### src/rtl/deit_tile_scheduler.sv
// ============================================================================
// deit_tile_scheduler
//
// Sequences a tiled matrix job onto a systolic core. A job is M rows by
// K_TILES depth tiles by N_TILES output tiles. For every N tile the core is
// run once per K tile: the first pass overwrites the accumulator and later
// passes accumulate. After the last K pass the finished tile is held for
// downstream with tile_valid until tile_ack, then the next N tile starts.
//
// Optional feature macro: DEIT_SCHED_PERF_EN
//   When defined, two saturating 32-bit performance counters are added
//   (perf_core_cycles, perf_drain_cycles). When undefined they do not exist.
//
// Ports
//   clk                 : single clock, rising edge
//   rst                 : synchronous active-high reset
//   start               : one-cycle job launch (honoured only in IDLE)
//   abort               : drop the current job and return to IDLE
//   cfg_m_rows          : rows per pass (M), latched on start
//   cfg_k_tiles         : K tile count, latched on start
//   cfg_n_tiles         : N tile count, latched on start
//   core_start          : one-cycle pass launch to the core
//   core_compute_cycles : compute length for the pass (M)
//   core_acc_mode       : 0 = overwrite accumulator, 1 = accumulate
//   core_done           : pass completion pulse from the core
//   act_base_addr       : activation buffer base for the pass
//   wgt_base_addr       : weight buffer base for the pass
//   tile_valid          : a finished N tile sits in the accumulator
//   tile_n_idx          : index of that N tile
//   tile_ack            : downstream has drained the accumulator
//   busy                : high whenever the scheduler is not IDLE
//   done                : one-cycle job completion pulse
//   perf_core_cycles    : (DEIT_SCHED_PERF_EN) cycles spent in WAIT_CORE
//   perf_drain_cycles   : (DEIT_SCHED_PERF_EN) cycles spent in DRAIN
// ============================================================================
module deit_tile_scheduler #(
    parameter int ADDR_WIDTH = 16,
    parameter int CNT_WIDTH  = 8,
    parameter int TILE_K     = 12
) (
    input  logic                  clk,
    input  logic                  rst,
    input  logic                  start,
    input  logic                  abort,
    input  logic [31:0]           cfg_m_rows,
    input  logic [CNT_WIDTH-1:0]  cfg_k_tiles,
    input  logic [CNT_WIDTH-1:0]  cfg_n_tiles,
    output logic                  core_start,
    output logic [31:0]           core_compute_cycles,
    output logic                  core_acc_mode,
    input  logic                  core_done,
    output logic [ADDR_WIDTH-1:0] act_base_addr,
    output logic [ADDR_WIDTH-1:0] wgt_base_addr,
    output logic                  tile_valid,
    output logic [CNT_WIDTH-1:0]  tile_n_idx,
    input  logic                  tile_ack,
    output logic                  busy,
    output logic                  done
`ifdef DEIT_SCHED_PERF_EN
    ,
    output logic [31:0]           perf_core_cycles,
    output logic [31:0]           perf_drain_cycles
`endif
);

    typedef enum logic [2:0] {
        IDLE      = 3'd0,
        LAUNCH    = 3'd1,
        WAIT_CORE = 3'd2,
        DRAIN     = 3'd3,
        DONE      = 3'd4
    } state_t;

    localparam logic [CNT_WIDTH-1:0] CNT_ONE = CNT_WIDTH'(1);

    state_t               state;
    logic [31:0]          m_rows;
    logic [CNT_WIDTH-1:0] k_tiles;
    logic [CNT_WIDTH-1:0] n_tiles;
    logic [CNT_WIDTH-1:0] k_idx;
    logic [CNT_WIDTH-1:0] n_idx;

    // Activation base: each K tile occupies M rows of the input buffer.
    function automatic logic [ADDR_WIDTH-1:0] calc_act_addr(
        input logic [CNT_WIDTH-1:0] k,
        input logic [31:0]          m
    );
        return ADDR_WIDTH'(32'(k) * m);
    endfunction

    // Weight base: weights are stored N-major, TILE_K rows per K tile.
    function automatic logic [ADDR_WIDTH-1:0] calc_wgt_addr(
        input logic [CNT_WIDTH-1:0] n,
        input logic [CNT_WIDTH-1:0] kt,
        input logic [CNT_WIDTH-1:0] k
    );
        return ADDR_WIDTH'((32'(n) * 32'(kt) + 32'(k)) * 32'(TILE_K));
    endfunction

    // The state machine and all of its outputs live in one register block.
    // Pass outputs are loaded on the edge that enters LAUNCH, using the
    // indices the pass will run with, so they are stable for all of LAUNCH
    // and WAIT_CORE. core_start and done are registered one cycle behind
    // the state that requests them, which gives the two-cycle gap between
    // a core_done edge and the following core_start. Abort takes priority
    // over every other event and never lets done pulse.
    always_ff @(posedge clk) begin
        if (rst) begin
            state               <= IDLE;
            m_rows              <= '0;
            k_tiles             <= '0;
            n_tiles             <= '0;
            k_idx               <= '0;
            n_idx               <= '0;
            core_start          <= 1'b0;
            core_compute_cycles <= '0;
            core_acc_mode       <= 1'b0;
            act_base_addr       <= '0;
            wgt_base_addr       <= '0;
            tile_valid          <= 1'b0;
            tile_n_idx          <= '0;
            done                <= 1'b0;
        end else if (abort) begin
            state               <= IDLE;
            k_idx               <= '0;
            n_idx               <= '0;
            core_start          <= 1'b0;
            core_compute_cycles <= '0;
            core_acc_mode       <= 1'b0;
            act_base_addr       <= '0;
            wgt_base_addr       <= '0;
            tile_valid          <= 1'b0;
            tile_n_idx          <= '0;
            done                <= 1'b0;
        end else begin
            core_start <= 1'b0;
            done       <= 1'b0;
            case (state)
                IDLE: begin
                    if (start) begin
                        m_rows  <= cfg_m_rows;
                        k_tiles <= cfg_k_tiles;
                        n_tiles <= cfg_n_tiles;
                        k_idx   <= '0;
                        n_idx   <= '0;
                        if ((cfg_k_tiles == '0) || (cfg_n_tiles == '0)) begin
                            state <= DONE;
                        end else begin
                            state               <= LAUNCH;
                            core_compute_cycles <= cfg_m_rows;
                            core_acc_mode       <= 1'b0;
                            act_base_addr       <= '0;
                            wgt_base_addr       <= '0;
                        end
                    end
                end
                LAUNCH: begin
                    core_start <= 1'b1;
                    state      <= WAIT_CORE;
                end
                WAIT_CORE: begin
                    if (core_done) begin
                        if (k_idx < (k_tiles - CNT_ONE)) begin
                            k_idx               <= k_idx + CNT_ONE;
                            state               <= LAUNCH;
                            core_compute_cycles <= m_rows;
                            core_acc_mode       <= 1'b1;
                            act_base_addr       <= calc_act_addr(k_idx + CNT_ONE, m_rows);
                            wgt_base_addr       <= calc_wgt_addr(n_idx, k_tiles, k_idx + CNT_ONE);
                        end else begin
                            state      <= DRAIN;
                            tile_valid <= 1'b1;
                            tile_n_idx <= n_idx;
                        end
                    end
                end
                DRAIN: begin
                    if (tile_ack) begin
                        k_idx      <= '0;
                        tile_valid <= 1'b0;
                        tile_n_idx <= '0;
                        if (n_idx < (n_tiles - CNT_ONE)) begin
                            n_idx               <= n_idx + CNT_ONE;
                            state               <= LAUNCH;
                            core_compute_cycles <= m_rows;
                            core_acc_mode       <= 1'b0;
                            act_base_addr       <= '0;
                            wgt_base_addr       <= calc_wgt_addr(n_idx + CNT_ONE, k_tiles, '0);
                        end else begin
                            state <= DONE;
                        end
                    end
                end
                DONE: begin
                    done                <= 1'b1;
                    state               <= IDLE;
                    core_compute_cycles <= '0;
                    core_acc_mode       <= 1'b0;
                    act_base_addr       <= '0;
                    wgt_base_addr       <= '0;
                end
                default: begin
                    state <= IDLE;
                end
            endcase
        end
    end

    assign busy = (state != IDLE);

`ifdef DEIT_SCHED_PERF_EN
    // Saturating occupancy counters. They restart only when a job is
    // actually accepted, so values from the previous job stay readable
    // while the scheduler sits in IDLE.
    always_ff @(posedge clk) begin
        if (rst) begin
            perf_core_cycles  <= '0;
            perf_drain_cycles <= '0;
        end else if ((state == IDLE) && start && !abort) begin
            perf_core_cycles  <= '0;
            perf_drain_cycles <= '0;
        end else begin
            if ((state == WAIT_CORE) && (perf_core_cycles != '1)) begin
                perf_core_cycles <= perf_core_cycles + 32'd1;
            end
            if ((state == DRAIN) && (perf_drain_cycles != '1)) begin
                perf_drain_cycles <= perf_drain_cycles + 32'd1;
            end
        end
    end
`endif

endmodule

### config.mk
export PLATFORM = sky130hd
export DESIGN_NAME = deit_tile_scheduler
export DESIGN_NICKNAME = d
export VERILOG_FILES = /design/src/rtl/deit_tile_scheduler.sv
export SDC_FILE = /design/constraint.sdc
export NUM_CORES = 1
export LEC_CHECK = 0
export CORE_MARGIN = 1
export CORE_UTILIZATION = 35
export DETAILED_ROUTE_END_ITERATION = 8
export PLACE_DENSITY_LB_ADDON = 0.2
export REMOVE_ABC_BUFFERS = 1
export SETUP_SLACK_MARGIN = 0.5
export SYNTH_ARGS = -nofsm -noshare
export SYNTH_HDL_FRONTEND = slang
export SYNTH_SLANG_ARGS = --single-unit
### constraint.sdc
create_clock -name clk -period 8.8 [get_ports clk]
set_clock_uncertainty 0.05 [all_clocks]
set_input_delay 1.76 -clock clk [delete_from_list [all_inputs] [get_ports clk]]
set_output_delay 1.76 -clock clk [all_outputs]
set_load 0.005 [all_outputs]
# After elaboration in Yosys (flattened, before gate mapping)
# Index checks and enable logic that the tools add are counted.
totals:
  latch_bits: 0
  inputBits: 54
  mem_bits_rw: 0
  elab_cells: 104
  out_inout_bits: 77
  memories: 0
  regBits: 143
  rom_bits: 0
op_classes:
  shift: 0
  mux: 50
  n_mul: 5
  n_reduce_logical: 16
  n_bitwise: 1
  n_lt_le_gt_ge: 2
  n_eq_ne: 11
  div_mod_pow: 0
  add_sub_neg: 5
ops:
  columns: ["operator", "count"]
  rows:
  - ["two-way mux 32 bit", 6]
  - ["two-way mux 16 bit", 10]
  - ["case mux 16 bit (4 select lines)", 2]
  - ["case mux 32 bit (4 select lines)", 1]
  - ["two-way mux 8 bit", 8]
  - ["multiplier 8 x 32 -> 16 bit", 1]
  - ["multiplier 8 x 8 -> 16 bit", 2]
  - ["case mux 8 bit (2 select lines)", 2]
  - ["case mux 8 bit (3 select lines)", 1]
  - ["adder 16 x 8 -> 17 bit", 1]
  - ["multiplier 17 x 2 -> 14 bit, second input constant", 1]
  - ["adder 8 x 1 -> 8 bit, second input constant", 2]
  - ["zero test 8 bit", 2]
  - ["less-than comparator 8 bit", 2]
  - ["multiplier 16 x 2 -> 14 bit, second input constant", 1]
  - ["subtractor 8 x 1 -> 8 bit, second input constant", 2]
  - ["two-way mux 3 bit", 5]
  - ["inequality test 2 bit, second input constant", 7]
  - ["case mux 3 bit (4 select lines)", 1]
  - ["two-way mux 1 bit", 11]
  - ["AND reduction 4 bit", 2]
  - ["AND reduction 7 bit", 1]
  - ["equality test 3 x 2 -> 1 bit, second input constant", 2]
  - ["AND reduction 3 bit", 2]
  - ["other kinds (13)", 15]

# Logic depth before layout (Yosys ltp)
logic_depth:
  depth_word: 6
  ltp_mapped: 27
  depth_no_buf: 26

# Worst setup path before layout
# Ideal clock, no wire load.
synth_path:
  path_type: "register to register"
  startpoint: "reg k_idx[0]"
  endpoint: "reg wgt_base_addr[15]"
  path_stages_with_launch: 25
  path_buffers: 1
  arrival_time_ns: 6.003
  synth_period_minus_slack_ns: 6.183
  required_time_ns: 8.620
  setup_ns: 0.130
  slack_ns: 2.617
  path_cell_list: "dfxtp_1 ha_1 nand3_1 xnor2_1 clkbuf_1 inv_1 fa_1 inv_1 fa_1 inv_1 fa_1 fa_1 inv_1 ha_1 o21a_1 a2111oi_2 nor2_1 xnor2_1 ha_1 and3_1 a311oi_1 o21bai_1 a21o_1 xnor2_1 o221ai_2"
synth_between:
  elab_chain_cells: 6
  elab_cells_between_ends: 9
  classes_between: "add/sub: 2; mul: 1; order compare: 1; eq/ne: 1; mux: 3; reduce/logical: 1"
synth_lines:
  columns: ["item", "line_no", "text"]
  rows:
  - ["start, declared", "80", "logic [CNT_WIDTH-1:0] k_idx;"]
  - ["start signal, assigned", "164", "k_idx <= k_idx + CNT_ONE;"]
  - ["adder 8 x 1 -> 8 bit", "169", "wgt_base_addr <= calc_wgt_addr(n_idx, k_tiles, k_idx + CNT_ONE);"]
  - ["adder 16 x 8 -> 17 bit", "97", "return ADDR_WIDTH'((32'(n) * 32'(kt) + 32'(k)) * 32'(TILE_K));"]
  - ["multiplier 17 x 2 -> 14 bit", "97", null]
  - ["two-way mux 16 bit", "163", "if (k_idx < (k_tiles - CNT_ONE)) begin"]
  - ["two-way mux 16 bit", "162", "if (core_done) begin"]
  - ["case mux 16 bit (4 select lines)", "138", "case (state)"]
  - ["end signal, assigned", "169", null]
  - ["end signal, assigned", "188", "wgt_base_addr <= calc_wgt_addr(n_idx + CNT_ONE, k_tiles, '0);"]
  - ["end, declared", "53", "output logic [ADDR_WIDTH-1:0] wgt_base_addr,"]
# Several ways; a longest one is shown, not always the timed one. The select of a mux whose other input is x is not followed.
# A chain may end at the register's enable or synchronous reset.

# Worst setup path in the final report
layout_path:
  startpoint: "reg n_idx[0]"
  endpoint: "reg wgt_base_addr[15]"
layout_between:
  elab_chain_cells: 6
  elab_cells_between_ends: 14
  classes_between: "add/sub: 2; mul: 4; order compare: 1; eq/ne: 1; mux: 5; reduce/logical: 1"
layout_lines:
  columns: ["item", "line_no", "text"]
  rows:
  - ["start, declared", "81", "logic [CNT_WIDTH-1:0] n_idx;"]
  - ["start signal, assigned", "183", "n_idx <= n_idx + CNT_ONE;"]
  - ["multiplier 8 x 8 -> 16 bit / adder 8 x 1 -> 8 bit (equally long branches)", "97, 188", null]
  - ["adder 16 x 8 -> 17 bit / multiplier 8 x 8 -> 16 bit (equally long branches)", "97", null]
  - ["multiplier 17 x 2 -> 14 bit / multiplier 16 x 2 -> 14 bit (equally long branches)", "97", null]
  - ["two-way mux 16 bit, on equally long branches", "163, 182", null]
  - ["two-way mux 16 bit, on equally long branches", "162, 178", null]
  - ["case mux 16 bit (4 select lines)", "138", null]
# Several ways; a longest one is shown, not always the timed one. The select of a mux whose other input is x is not followed.

==> summary.md <==
| Metric | Value |
|---|---|
| Status | complete, no violations |
| F_max | about 0.15 GHz |
| Post-route ant nets | 0 |
| Final net count | ~2100 |
| Hold Crit Depth | 2 |
| Cell area power density | between 90 and 100 mW/mm^2 |
| CP Max Fanout | 23 |
| Yosys warning count | 0 |
| Core Rows | 73 |
| TritonCTS clock tree | yes |
| RSZ-0062 raised after global routing | no |
| Library cells used by synthesis | between 70 and 80 |
| Vias per cell | around 5 |
| Share of layout cells above drive strength 1 | 4.53% |
| Max_slew headroom | about 18% |
| DR pass1 iterations | 5 |
| # Max-Cap Violations | 0 |
| CTS Buffer Depth | 2 |
| Routed Wire Length | 39400 um |
| Die Span Y | 204 um |
| HPWL after DPL | approximately 29000 um |
| Vias in the first global route | about 12000 |
| Ports | ~130 |
| H-tree depth | 4 |
| Busiest grt layer | met2 |
| Final setup TNS | 0 ns |
| Met2 GRT Util | a little under a third |
| First-pass GRT wire length | ~65000 um |
| Post-synthesis sequential area ratio | 19.7% |
| Hold path start | m_rows[27] |
| Worst setup EP type | flop |
| WHS | 0.409 ns |
| Inserted Clock Buffers | 17 |
| Die width | between 200 and 250 um |
| Slew at the pin closest to its max-slew limit | ~1.2 ns |
| Clock-pin slew of the registers on the worst-case setup and hold paths | approximately 0.07 ns |
| Post-synth top area share | about a fifth |
| Skew-Pair Late Insertion Delay | roughly 0.44 ns |
| DR DRC count | 0 |
| Total number of vias | ~12000 |
| Drt wl/cell | about 17 um |
| Ant diodes | 0 |
| Setup bufs post-CTS | 0 |
| Root buffer cell | clkbuf_16 |
| Yosys reg bits | ~140 |
| Largest net degree at the start of global routing | 59 |
| EDFF count, synth | 0 |
| Async S/R FF share, synth | 0% |
| Hold Path End | m_rows[27] |
| Cell area after synthesis | between 0.01 and 0.015 mm^2 |
| GRT overflow | 0 |
| Leak Pwr | 7.34 nW |
| Filler cell count | 4042 |
| Top FF cell, synth | dfxtp_1 |
| Total power | 0.00165 W |
| Cells after Synth | between 1500 and 2000 |
| Fin. max-slew vios | 0 |
| CTS Hold Bufs | 0 |
| Top cells by count, synth | nand2_1, inv_1, a21oi_1 |
| CP arrival | 7.16 ns |
| Final Hold Fails | 0 |
| Final setup viols | 0 |
| Core area | between 0.04 and 0.05 mm^2 |
| Hold Path Class | flop to flop |
| Cell with the most instances after synthesis | nand2_1 |
| Worst r2r dst | wgt_base_addr[15] |
| All-Layer GR Usage | between 10% and 20% |
| Syn avg cell area | about 8.3 um^2 |
| Worst Setup SP | n_idx[0] |
| P&R area growth vs syn | 15.7% |
| GR Util met3 | under 10% |
| Top cells by area, synth | dfxtp_1, fa_1, ha_1 |
| DR iter-0 viols | 661 |
| R2r setup slk | 1.90 ns |
| RePlAce Congestion | 0.845 |
| Post-CTS resize count | 0 |
| Initial Util | a little over a third |
| Yosys top cell by area | dfxtp_1 |
| Min Tclk post-route | 6.90 ns |
| VDD IR max | ~0.12 mV |
| R2R depth | 23 |
| Critical Path RT | 9.07 ns |
| Type of origin of the critical path | flop |
| FF-to-FF Start | n_idx[0] |
| Setup CP Type | flop to flop |
| Port Buffer Count | 128 |
| CTS sink count | 141 |
| Final period util | between 70% and 80% |
| M1 GR Usage | ~28% |
| Die area | between 0.04 and 0.05 mm^2 |
| Initial antenna violation count | 0 |
==> registers in the layout, indices dropped and copies added (netlist names), 14 cells and up <==
register,count
act_base_addr,16
core_compute_cycles,32
wgt_base_addr,14
m_rows,32
==> how the worst max path moves through the flow <==
stage,depth (start not counted),to
3_3_place_gp,23,wgt_base_addr[15]
6_report,23,wgt_base_addr[15]
2_1_floorplan,23,wgt_base_addr[15]
4_1_cts,23,wgt_base_addr[15]
5_1_grt,22,wgt_base_addr[15]
3_5_place_dp,23,wgt_base_addr[15]
==> placed cells by master, fill, tap and decap left out, types with 4 or more instances in the layout <==
cell type / n
fa_1: 140
nand2_1: 233
or2_2: 6
xnor3_1: 4
o21bai_1: 13
a211oi_1: 39
dfxtp_1: 141
nor2b_1: 35
a31oi_1: 8
o211ai_1: 4
nor3_1: 22
inv_1: 210
nor4_1: 8
a22oi_1: 49
nand3_1: 17
a21oi_1: 142
clkbuf_16: 17
o21a_1: 11
a21o_1: 17
nand2b_1: 8
xnor2_1: 66
nor2_1: 65
o21ai_1: 4
o21ai_0: 43
o31ai_1: 6
and2_1: 90
nand4_1: 8
and3_4: 5
and3_1: 7
inv_8: 5
clkdlybuf4s50_1: 127
buf_4: 17
ha_1: 124
clkinv_8: 6
mux2i_1: 5
o22ai_1: 8
xor2_1: 22
==> area by class of cell <==
class                      count  area, um^2  share of cell area, %
timing repair buffer         145        1400                   8.48
sequential                   141        2820                   17.1
tap                          525         657                   3.97
inverter                     212         796                   4.81
multi-input combinational   1260       10300                   62.0
clock inverter                15         188                   1.13
clock buffer                  17         425                   2.57
==> routing by layer <==
layer	vias to the layer above	share of wire, %	wire length (um)
met3	31	4.5	1760
met4	0	1.2	483
li1	5778	-	-
met1	5715	50	19500
met5	-	0	0
met2	281	45	17600
==> stage by stage <==
step	cell area (um^2)	util [%]	instances	worst slack (ns)
2_1_floorplan	13900	-	1613	2.54
3_3_place_gp	15900	39.8	2283	2.12
3_5_place_dp	15900	39.8	2283	1.92
5_1_grt	16500	41.4	2315	1.52
4_1_cts	16500	41.4	2315	1.89
6_report	16500	41.4	2315	1.90
==> report_power, final <==
| group | internal (W) | leakage (nW) | switching (W) |
|---|---|---|---|
| Combinational | 0.0000944 | 5.90 | 0.000123 |
| Sequential | 0.000657 | 1.15 | 0.0000256 |
| Clock | 0.000386 | 0.294 | 0.000363 |
==> kinds of logic (layout without fill, tap and decap cells) <==
group,Yosys count,count (layout),share of synthesized area (%)
and+or+nand+nor,521,521,17.6
AOI/OAI and AO/OA,374,374,16.9
buffers and inverters,314,389,8.72
adders and majority gates,264,264,30.4
DFF,141,141,19.7
xor gates and xnor gates,93,93,6.13
muxes,6,6,0.455
other,1,2,0.0262
==> worst max-delay path, cell delays in order (launching register included) <==
cell and delay [ns]:
dfxtp_1 0.58, ha_1 0.40, and3_4 0.21, xnor2_1 0.65
nand2b_1 0.22, fa_1 0.47, fa_1 0.54, inv_1 0.05
fa_1 0.47, inv_1 0.04, fa_1 0.48, inv_1 0.04
ha_1 0.36, o21a_1 0.23, a21oi_1 0.18, xnor2_1 0.18
ha_1 0.32, a21o_1 0.21, a21o_1 0.18, a31oi_1 0.24
o21ai_0 0.17, xnor2_1 0.15, xnor2_1 0.23, o221ai_2 0.11
Note: power is estimated with default switching activity, not from simulation.
